===== src/rtl/bsk_prd_poll_ctrl.sv =====
// Bus-master poll sequencer for the two PRD command-receiver boards.
// Per board: check ID/password (A=11), read commands (A=00, A=01), write
// the inverted indication word (A=10). Every access is SETUP/STROBE/HOLD.
module bsk_prd_poll_ctrl #(
  parameter int         T_SETUP  = 2,
  parameter int         T_STB    = 4,
  parameter int         T_HOLD   = 1,
  parameter logic [7:0] PASSWORD = 8'hA4
) (
  input  logic        clk,
  input  logic        iRes,
  input  logic        iStart,
  input  logic [15:0] iInd0,
  input  logic [15:0] iInd1,
  input  logic [15:0] iDIn,
  output logic [15:0] oDOut,
  output logic        oDOe,
  output logic [3:0]  oCS,
  output logic [1:0]  oA,
  output logic        oRd,
  output logic        oWr,
  output logic [31:0] oCom0,
  output logic [31:0] oCom1,
  output logic [1:0]  oErr,
  output logic        oBusy,
  output logic        oDone
);

  localparam int T_MAX_AB = (T_SETUP > T_STB) ? T_SETUP : T_STB;
  localparam int T_MAX    = (T_MAX_AB > T_HOLD) ? T_MAX_AB : T_HOLD;
  localparam int CW       = (T_MAX > 1) ? $clog2(T_MAX) : 1;

  localparam logic [CW-1:0] SETUP_LAST = CW'(T_SETUP - 1);
  localparam logic [CW-1:0] STB_LAST   = CW'(T_STB - 1);
  localparam logic [CW-1:0] HOLD_LAST  = CW'(T_HOLD - 1);
  localparam logic [CW-1:0] CNT_ZERO   = {CW{1'b0}};
  localparam logic [CW-1:0] CNT_ONE    = CW'(1);

  localparam logic [3:0] CS_BOARD0 = 4'b1011;
  localparam logic [3:0] CS_BOARD1 = 4'b1001;
  localparam logic [3:0] CS_NONE   = 4'b1111;

  typedef enum logic [2:0] {
    IDLE   = 3'd0,
    SETUP  = 3'd1,
    STROBE = 3'd2,
    HOLD   = 3'd3,
    DONE   = 3'd4
  } state_t;

  // Chip-select code of a slot.
  function automatic logic [3:0] slotCs(input logic slot);
    return slot ? CS_BOARD1 : CS_BOARD0;
  endfunction

  // Register address of each access step.
  function automatic logic [1:0] stepAddr(input logic [1:0] step);
    logic [1:0] addr;
    case (step)
      2'd0:    addr = 2'b11;
      2'd1:    addr = 2'b00;
      2'd2:    addr = 2'b01;
      2'd3:    addr = 2'b10;
      default: addr = 2'b11;
    endcase
    return addr;
  endfunction

  state_t        state_r, stateNxt_s;
  logic [CW-1:0] cnt_r, cntNxt_s, lastCnt_s;
  logic [1:0]    step_r, stepNxt_s;
  logic          slot_r, slotNxt_s;
  logic [15:0]   ind0_r, ind1_r, temp_r;
  logic          atLast_s, sample_s, active_s, isWr_s;
  logic [3:0]    csNxt_s;
  logic [1:0]    aNxt_s;
  logic          rdNxt_s, wrNxt_s, doeNxt_s, busyNxt_s, doneNxt_s;
  logic [15:0]   doutNxt_s;

  // Terminal count of the current phase and the read-sample point.
  always_comb begin
    lastCnt_s = CNT_ZERO;
    case (state_r)
      SETUP:   lastCnt_s = SETUP_LAST;
      STROBE:  lastCnt_s = STB_LAST;
      HOLD:    lastCnt_s = HOLD_LAST;
      default: lastCnt_s = CNT_ZERO;
    endcase
    atLast_s = (cnt_r == lastCnt_s);
    sample_s = (state_r == STROBE) && atLast_s && (step_r != 2'd3);
  end

  // Next-state logic: walk the access list, skipping a board whose ID fails.
  always_comb begin
    stateNxt_s = state_r;
    cntNxt_s   = cnt_r;
    stepNxt_s  = step_r;
    slotNxt_s  = slot_r;
    case (state_r)
      IDLE: begin
        if (iStart) begin
          stateNxt_s = SETUP;
          cntNxt_s   = CNT_ZERO;
          stepNxt_s  = 2'd0;
          slotNxt_s  = 1'b0;
        end else begin
          stateNxt_s = IDLE;
        end
      end
      SETUP: begin
        if (atLast_s) begin
          stateNxt_s = STROBE;
          cntNxt_s   = CNT_ZERO;
        end else begin
          cntNxt_s   = cnt_r + CNT_ONE;
        end
      end
      STROBE: begin
        if (atLast_s) begin
          stateNxt_s = HOLD;
          cntNxt_s   = CNT_ZERO;
        end else begin
          cntNxt_s   = cnt_r + CNT_ONE;
        end
      end
      HOLD: begin
        if (atLast_s) begin
          cntNxt_s = CNT_ZERO;
          // oErr[slot_r] was updated at the step-0 sample edge
          if ((step_r == 2'd3) || ((step_r == 2'd0) && oErr[slot_r])) begin
            if (slot_r) begin
              stateNxt_s = DONE;
            end else begin
              stateNxt_s = SETUP;
              slotNxt_s  = 1'b1;
              stepNxt_s  = 2'd0;
            end
          end else begin
            stateNxt_s = SETUP;
            stepNxt_s  = step_r + 2'd1;
          end
        end else begin
          cntNxt_s = cnt_r + CNT_ONE;
        end
      end
      DONE:    stateNxt_s = IDLE;
      default: stateNxt_s = IDLE;
    endcase
  end

  // Bus output values for the next clock, derived from the next state.
  always_comb begin
    active_s  = (stateNxt_s == SETUP) || (stateNxt_s == STROBE) || (stateNxt_s == HOLD);
    isWr_s    = (stepNxt_s == 2'd3);
    csNxt_s   = active_s ? slotCs(slotNxt_s) : CS_NONE;
    aNxt_s    = active_s ? stepAddr(stepNxt_s) : 2'b00;
    rdNxt_s   = !((stateNxt_s == STROBE) && !isWr_s);
    wrNxt_s   = !((stateNxt_s == STROBE) && isWr_s);
    doeNxt_s  = active_s && isWr_s;
    // boards show ~reg10 on their indicators, so write the inverse
    doutNxt_s = doeNxt_s ? ~(slotNxt_s ? ind1_r : ind0_r) : 16'h0000;
    busyNxt_s = (stateNxt_s != IDLE);
    doneNxt_s = (stateNxt_s == DONE);
  end

  // State, counters, registered bus outputs and captured board data.
  always_ff @(posedge clk) begin
    if (iRes) begin
      state_r <= IDLE;
      cnt_r   <= CNT_ZERO;
      step_r  <= 2'd0;
      slot_r  <= 1'b0;
      ind0_r  <= 16'h0000;
      ind1_r  <= 16'h0000;
      temp_r  <= 16'h0000;
      oCS     <= CS_NONE;
      oA      <= 2'b00;
      oRd     <= 1'b1;
      oWr     <= 1'b1;
      oDOe    <= 1'b0;
      oDOut   <= 16'h0000;
      oCom0   <= 32'h0000_0000;
      oCom1   <= 32'h0000_0000;
      oErr    <= 2'b00;
      oBusy   <= 1'b0;
      oDone   <= 1'b0;
    end else begin
      state_r <= stateNxt_s;
      cnt_r   <= cntNxt_s;
      step_r  <= stepNxt_s;
      slot_r  <= slotNxt_s;
      oCS     <= csNxt_s;
      oA      <= aNxt_s;
      oRd     <= rdNxt_s;
      oWr     <= wrNxt_s;
      oDOe    <= doeNxt_s;
      oDOut   <= doutNxt_s;
      oBusy   <= busyNxt_s;
      oDone   <= doneNxt_s;
      if ((state_r == IDLE) && iStart) begin
        ind0_r <= iInd0;
        ind1_r <= iInd1;
      end
      if (sample_s) begin
        case (step_r)
          2'd0: oErr[slot_r] <= (iDIn[15:8] != PASSWORD);
          2'd1: temp_r <= iDIn;
          2'd2: begin
            if (slot_r) begin
              oCom1 <= {iDIn, temp_r};
            end else begin
              oCom0 <= {iDIn, temp_r};
            end
          end
          default: ;
        endcase
      end
    end
  end

endmodule


===== config.mk =====
export PLATFORM = sky130hd
export DESIGN_NAME = bsk_prd_poll_ctrl
export DESIGN_NICKNAME = d
export VERILOG_FILES = /design/src/rtl/bsk_prd_poll_ctrl.sv
export SDC_FILE = /design/constraint.sdc
export NUM_CORES = 1
export LEC_CHECK = 0
export BUFFER_PORTS_ARGS = -buffer_cell sky130_fd_sc_hd__buf_2
export CAP_MARGIN = 25
export CORE_MARGIN = 2
export CORE_UTILIZATION = 30
export DETAILED_ROUTE_END_ITERATION = 8
export GPL_TIMING_DRIVEN = 0
export SETUP_SLACK_MARGIN = 0.05
export SKIP_LAST_GASP = 1
export SYNTH_ARGS = -nofsm -noshare
export SYNTH_HDL_FRONTEND = slang
export SYNTH_SLANG_ARGS = --single-unit

===== constraint.sdc =====
create_clock -name clk -period 2.6 [get_ports clk]
set_clock_uncertainty 0.05 [all_clocks]
set_input_delay 0.26 -clock clk [delete_from_list [all_inputs] [get_ports clk]]
set_output_delay 0.26 -clock clk [all_outputs]
set_load 0.01 [all_outputs]

* Word-level counts from Yosys, hierarchy flattened
Index checks and enable logic that the tools add are counted.
** Word-level totals
- Register bits after elaboration :: 149
- Input bits :: 51
- Output and inout bits :: 93
** Cells by class
- Add/sub/neg operators :: 2
- $lt $le $gt $ge :: 2
- Eq/ne operators :: 17
- Muxes and demuxes :: 28
- Bitwise logic cells :: 4
- Reductions and logical operators :: 27
** Operators with widths (number)
- 2-to-1 mux 16 bit :: 1
- NOT 16 bit :: 1
- 2-to-1 mux 3 bit :: 5
- 2-to-1 mux 2 bit :: 7
- equality test 3 x 2 -> 1 bit (second input constant) :: 4
- case mux 2 bit (2 select lines) :: 3
- case mux 3 bit (4 select lines) :: 1
- equality test 2 bit (second input constant) :: 4
- logical AND 1 bit :: 8
- inequality test 8 bit (second input constant) :: 1
- case mux 2 bit (4 select lines) :: 1
- 2-to-1 mux 1 bit :: 7
- equality test 3 x 1 -> 1 bit (second input constant) :: 2
- AND reduction 2 bit :: 3
- AND reduction 3 bit :: 2
- adder 2 x 1 -> 2 bit (second input constant) :: 2
- equality test 2 x 1 -> 1 bit (second input constant) :: 2
- logical NOT 2 bit :: 2
- inequality test 2 bit (second input constant) :: 2
- OR reduction 2 bit :: 2
- equality test 3 bit (second input constant) :: 1
- logical NOT 1 bit :: 3
- logical NOT 3 bit :: 1
- logical OR 1 bit :: 3
- 10 further kinds :: 12

* Longest topological paths before layout
- Word-level depth :: 13
- Gate-level depth with buffers :: 10
- Depth with buffers taken out :: 9

* Worst setup path after synthesis
OpenSTA, ideal clock, no wires.
- Kind :: register to register
- Start point :: register state_r[0]
- End point :: register oDOe
- Data arrival time :: 2.286 ns
- Data required time :: 2.429 ns
- Path slack :: 0.142 ns
- Stages on the path, launching flop included :: 10
- Path through :: dfxtp_1 clkbuf_1 or3b_2 a21boi_0 o21a_1 o221ai_1 ha_1 o211ai_2 buf_2 inv_1
** On the way
- Elaborated cells on any way between the ends :: 19
- Those cells by class :: eq/ne (8); mux (7); reduce/logical (4)
** RTL lines
- start, declared :: line 69 : state_t state_r, stateNxt_s;
- start signal, assigned :: line 188 : state_r <= stateNxt_s;
- equality test 3 x 2 -> 1 bit / equality test 3 x 1 -> 1 bit (equally long branches) :: line 83 : case (state_r)
- case mux 2 bit (2 select lines) :: line 83
- equality test 2 bit :: line 89 : atLast_s = (cnt_r == lastCnt_s);
- 2-to-1 mux 2 bit :: line 127 : if (atLast_s) begin
- case mux 2 bit (2 select lines) * :: line 99 : case (state_r)
- via stepNxt_s[1] :: line 71 : logic [1:0] step_r, stepNxt_s;
- equality test 2 bit * :: line 154 : isWr_s = (stepNxt_s == 2'd3);
- logical AND 1 bit * :: line 159 : doeNxt_s = active_s && isWr_s;
- end signal, assigned :: line 196 : oDOe <= doeNxt_s;
- end, declared :: line 17 : output logic oDOe,
The timed path passes the listed nets; every way through them passes the cells marked *.
A chain may end at the register's enable or synchronous reset.

* Final worst setup path
- Start point :: register slot_r
- End point :: register oDOut[5]
** On the way
- Elaborated cells on any way between the ends :: 27
- Those cells by class :: eq/ne (4); mux (15); bitwise (2); reduce/logical (6)
** RTL lines
- start, declared :: line 72 : logic slot_r, slotNxt_s;
- start signal, assigned :: line 191 : slot_r <= slotNxt_s;
- 2-to-1 mux 1 bit (not written as such) (2 in a row) :: line 130 : if ((step_r == 2'd3) || ((step_r == 2'd0) && oErr[slot_r])) begin
- logical AND 1 bit :: line 130
- logical OR 1 bit :: line 130
- 2-to-1 mux 2 bit * :: line 130
- 2-to-1 mux 2 bit * :: line 127
- case mux 2 bit (2 select lines) * :: line 99
- via stepNxt_s[1] :: line 71
- equality test 2 bit * :: line 154
- logical AND 1 bit * :: line 159
- NOT 1 bit (no source line) *
- OR reduction 2 bit (no source line) *
- end signal, assigned :: line 197 : oDOut <= doutNxt_s;
- end, declared :: line 16 : output logic [15:0] oDOut,
The timed path passes the listed nets; every way through them passes the cells marked *. The select of a mux whose other input is x is not followed.

==> impl_metrics.tcl <==
set metrics [dict create \
    min_path_type "in2reg" \
    start_util_pct 30.74 \
    synth_most_common_cell "nand2_1" \
    root_buffer "clkbuf_16" \
    start_kind "flop" \
    die-area_mm2 0.01957 \
    min_period_ps 2489 \
    synth_edf_count 0 \
    synth_top_family_by_area "simple AND/OR/NAND/NOR gates" \
    crit_chain "clkbuf_4 > mux2_2 > a21o_1 > or2_2 > o221ai_1 > ha_2 > o211ai_4 > buf_6 > a211oi_2" \
    fmax_mhz 401.8 \
    synth-adder-area-share_pct 1.129 \
    holdWs_ps 20.74 \
    numCtsBuffers 17 \
    cp.arrival_ps 2780 \
    dp_cells 1036 \
    worst_pin_slew_ps 667.3 \
    setup_slack_ps 111.3 \
    slowest_stage "mux2_2" \
    syn2layout_area_growth_pct 28.92 \
    powerDensity_mw_per_mm2 681.9 \
    switching_share_pct 24.93 \
    status "finished, final reports clean" \
    gp_congestion 0.7892 \
    synthTopCellsByArea "dfxtp_1, nand2_1, a21oi_1" \
    ios 144 \
    p_leak_uw 0.002901 \
    synth_top_cell_area_share_pct 53.10 \
    wl_um 16130 \
    grt_pass1_vias 4712 \
    fin_util_pct 39.64 \
    clockPowerShare_pct 46.2 \
    synth_xor_area_share_pct 0 \
    max-clock-path-buffers 2 \
    fin_crit_sh_pct 95.72 \
    seq_area_frac_synth_pct 53.10 \
    synthArstFlopShare_pct 0 \
    synth_compound_gate_area_share_pct 17.84 \
    cts_tree "built" \
    drv_slew 0 \
    grtUsageTotal_pct 16.41 \
    hpwlAfterDp_um 11930 \
    critical_path_class "reg2reg" \
    h-tree-depth 4 \
    maxCapViolations 0 \
    coreArea_mm2 0.01802 \
    p_total_uw 4871 \
    slowest_delay_ps 370 \
    rows 49 \
    synthMuxAreaShare_pct 0.3838 \
    synth-seq-cells 147 \
    postCtsHoldBufs 0 \
    drt-pass1-iter-count 4 \
    clkLatencyLatePin_ps 420 \
    yosys-top-cells-count "nand2_1, dfxtp_1, a21oi_1" \
    grt_overflow 0 \
    io_buffers 140 \
    grt_pass1_wl_um 25350 \
    avgRoutedWirePerCell_um 15.07 \
    avgSynthCellArea_um2 8.321 \
    required_ps 2900 \
    vdd_drop_max_v 0.0005072 \
    rsz0062_at_grt "yes" \
    synth_warnings 0 \
    comb_power_share_pct 6.1 \
    ys.flop_type "dfxtp_1" \
    antenna_found_initial 0 \
    path_clk_slew_ps 60 \
    synth_cell_types 52 \
    synth_area_leader_cell "dfxtp_1" \
    fin_cells 1070 \
    die_h_um 139.9 \
    die_w_um 139.9 \
    drc 0 \
    p_int_uw 3657 \
    routed_via_density 4.699 \
    path_max_fanout 10 \
    seq_power_share_pct 47.6 \
    maxSlewHeadroom_pct 55.14 \
    end_kind "flop" \
    drtIter0Drc 171 \
    synth_cells 666 \
    final_hold_viol_count 0 \
    ant_nets 0 \
    place_ws_ps -342.9 \
    drive_above_1_share_pct 25.33 \
    synth_area_mm2 0.005542 \
    nNetsFinal 884 \
    clkSinkCount 147 \
    grt_max_degree 17 \
    vias 5028 \
    finalSetupViolCount 0 \
    netSwitchingPower_uw 1215 \
    n_antenna_cell 0 \
    yosys.area_share.simple_pct 23.17 \
]
## cell type report
type	count	area [um^2]
Buffer	50	222.7
Clock buffer	18	439.2
Clock inverter	14	100.1
Fill cell	1878	10880
Inverter	8	30.03
Multi-Input combinational cell	462	2406
Sequential cell	147	2944
Tap cell	229	286.5
Timing Repair Buffer	142	715.7
## power groups by stage
stage / logic [uW] / clock network [uW] / registers [uW]
floorplan: 170 / 0 / 2370
global placement: 291 / 0 / 2370
detailed placement: 292 / 0 / 2370
CTS: 298 / 2290 / 2320
global route: 332 / 2390 / 2320
finish: 298 / 2250 / 2320
## state kept, by name (all words and copies together) (netlist names), 2 cells and up
signal,flops
temp_r,16
ind1_r,16
oDOut,16
state_r,3
cnt_r,2
ind0_r,16
oCS,2
oErr,2
oCom1,32
oCom0,32
step_r,2
oA,2
## metal layers
layer	vias to the layer above	routed length [um]	share of wire (%)	GRT usage (%)
li1	2559	-	-	-
met1	2286	7614	47	22.24
met2	163	7158	44	25.67
met3	20	1106	6.9	4.205
met4	0	248	1.5	5.316
met5	-	0	0	0
## repair_timing
item | in CTS | in global routing
setup buffers | 1 | 1
gates resized for setup | 9 | 11
setup endpoints to repair | 17 | 12
pin swaps | 1 | 2
## logic make-up after synthesis
group,Yosys count
other cells,1
compound gates,161
mux,2
flops,147
fa+ha+maj,5
simple gates,292
buf+inv,58
## final timing paths
check / from / endpoint / slack, ps / depth (start not counted)
worst max register to register: slot_r$_SDFF_PP0_ / oDOut[5]$_SDFF_PP0_ / 110 / 9
worst max-delay path: slot_r$_SDFF_PP0_ / oDOut[5]$_SDFF_PP0_ / 110 / 9
worst min register to register: ind1_r[15]$_SDFFE_PP0P_ / oDOut[15]$_SDFF_PP0_ / 390 / 1
worst min-delay path: iInd0[6] / ind0_r[6]$_SDFFE_PP0P_ / 20 / 3
## metrics by stage
step,TNS [ps],instance area (um^2)
global placement,-3695,6533
finish,0,7144
global route,0,7144
CTS,0,7106
detailed placement,-4219,6533
floorplan,0,5545
## critical path: cells and delay by family, from the launching register on
| family | cells | cell delay [ps] |
|---|---|---|
| buf+inv | 2 | 400 |
| flops | 1 | 320 |
| mux | 1 | 370 |
| compound gates | 4 | 710 |
| fa+ha+maj | 1 | 250 |
| simple gates | 1 | 300 |
## cell usage in the layout (no fill, tap or decap), types with 4 or more instances in the layout
master,netlist,layout
nand2_1,228,228
dfxtp_1,147,146
buf_2,5,143
a21oi_1,120,120
clkbuf_1,42,40
and3_1,18,18
clkbuf_16,0,17
a211oi_2,10,10
a211oi_1,9,9
nor2_1,8,8
inv_1,8,6
nand2b_1,6,6
inv_6,0,6
clkinv_2,0,5
o21ai_0,4,4
nor3_1,4,4
nand4_1,4,4
buf_4,2,4
Power figures use the tool's default switching activity.
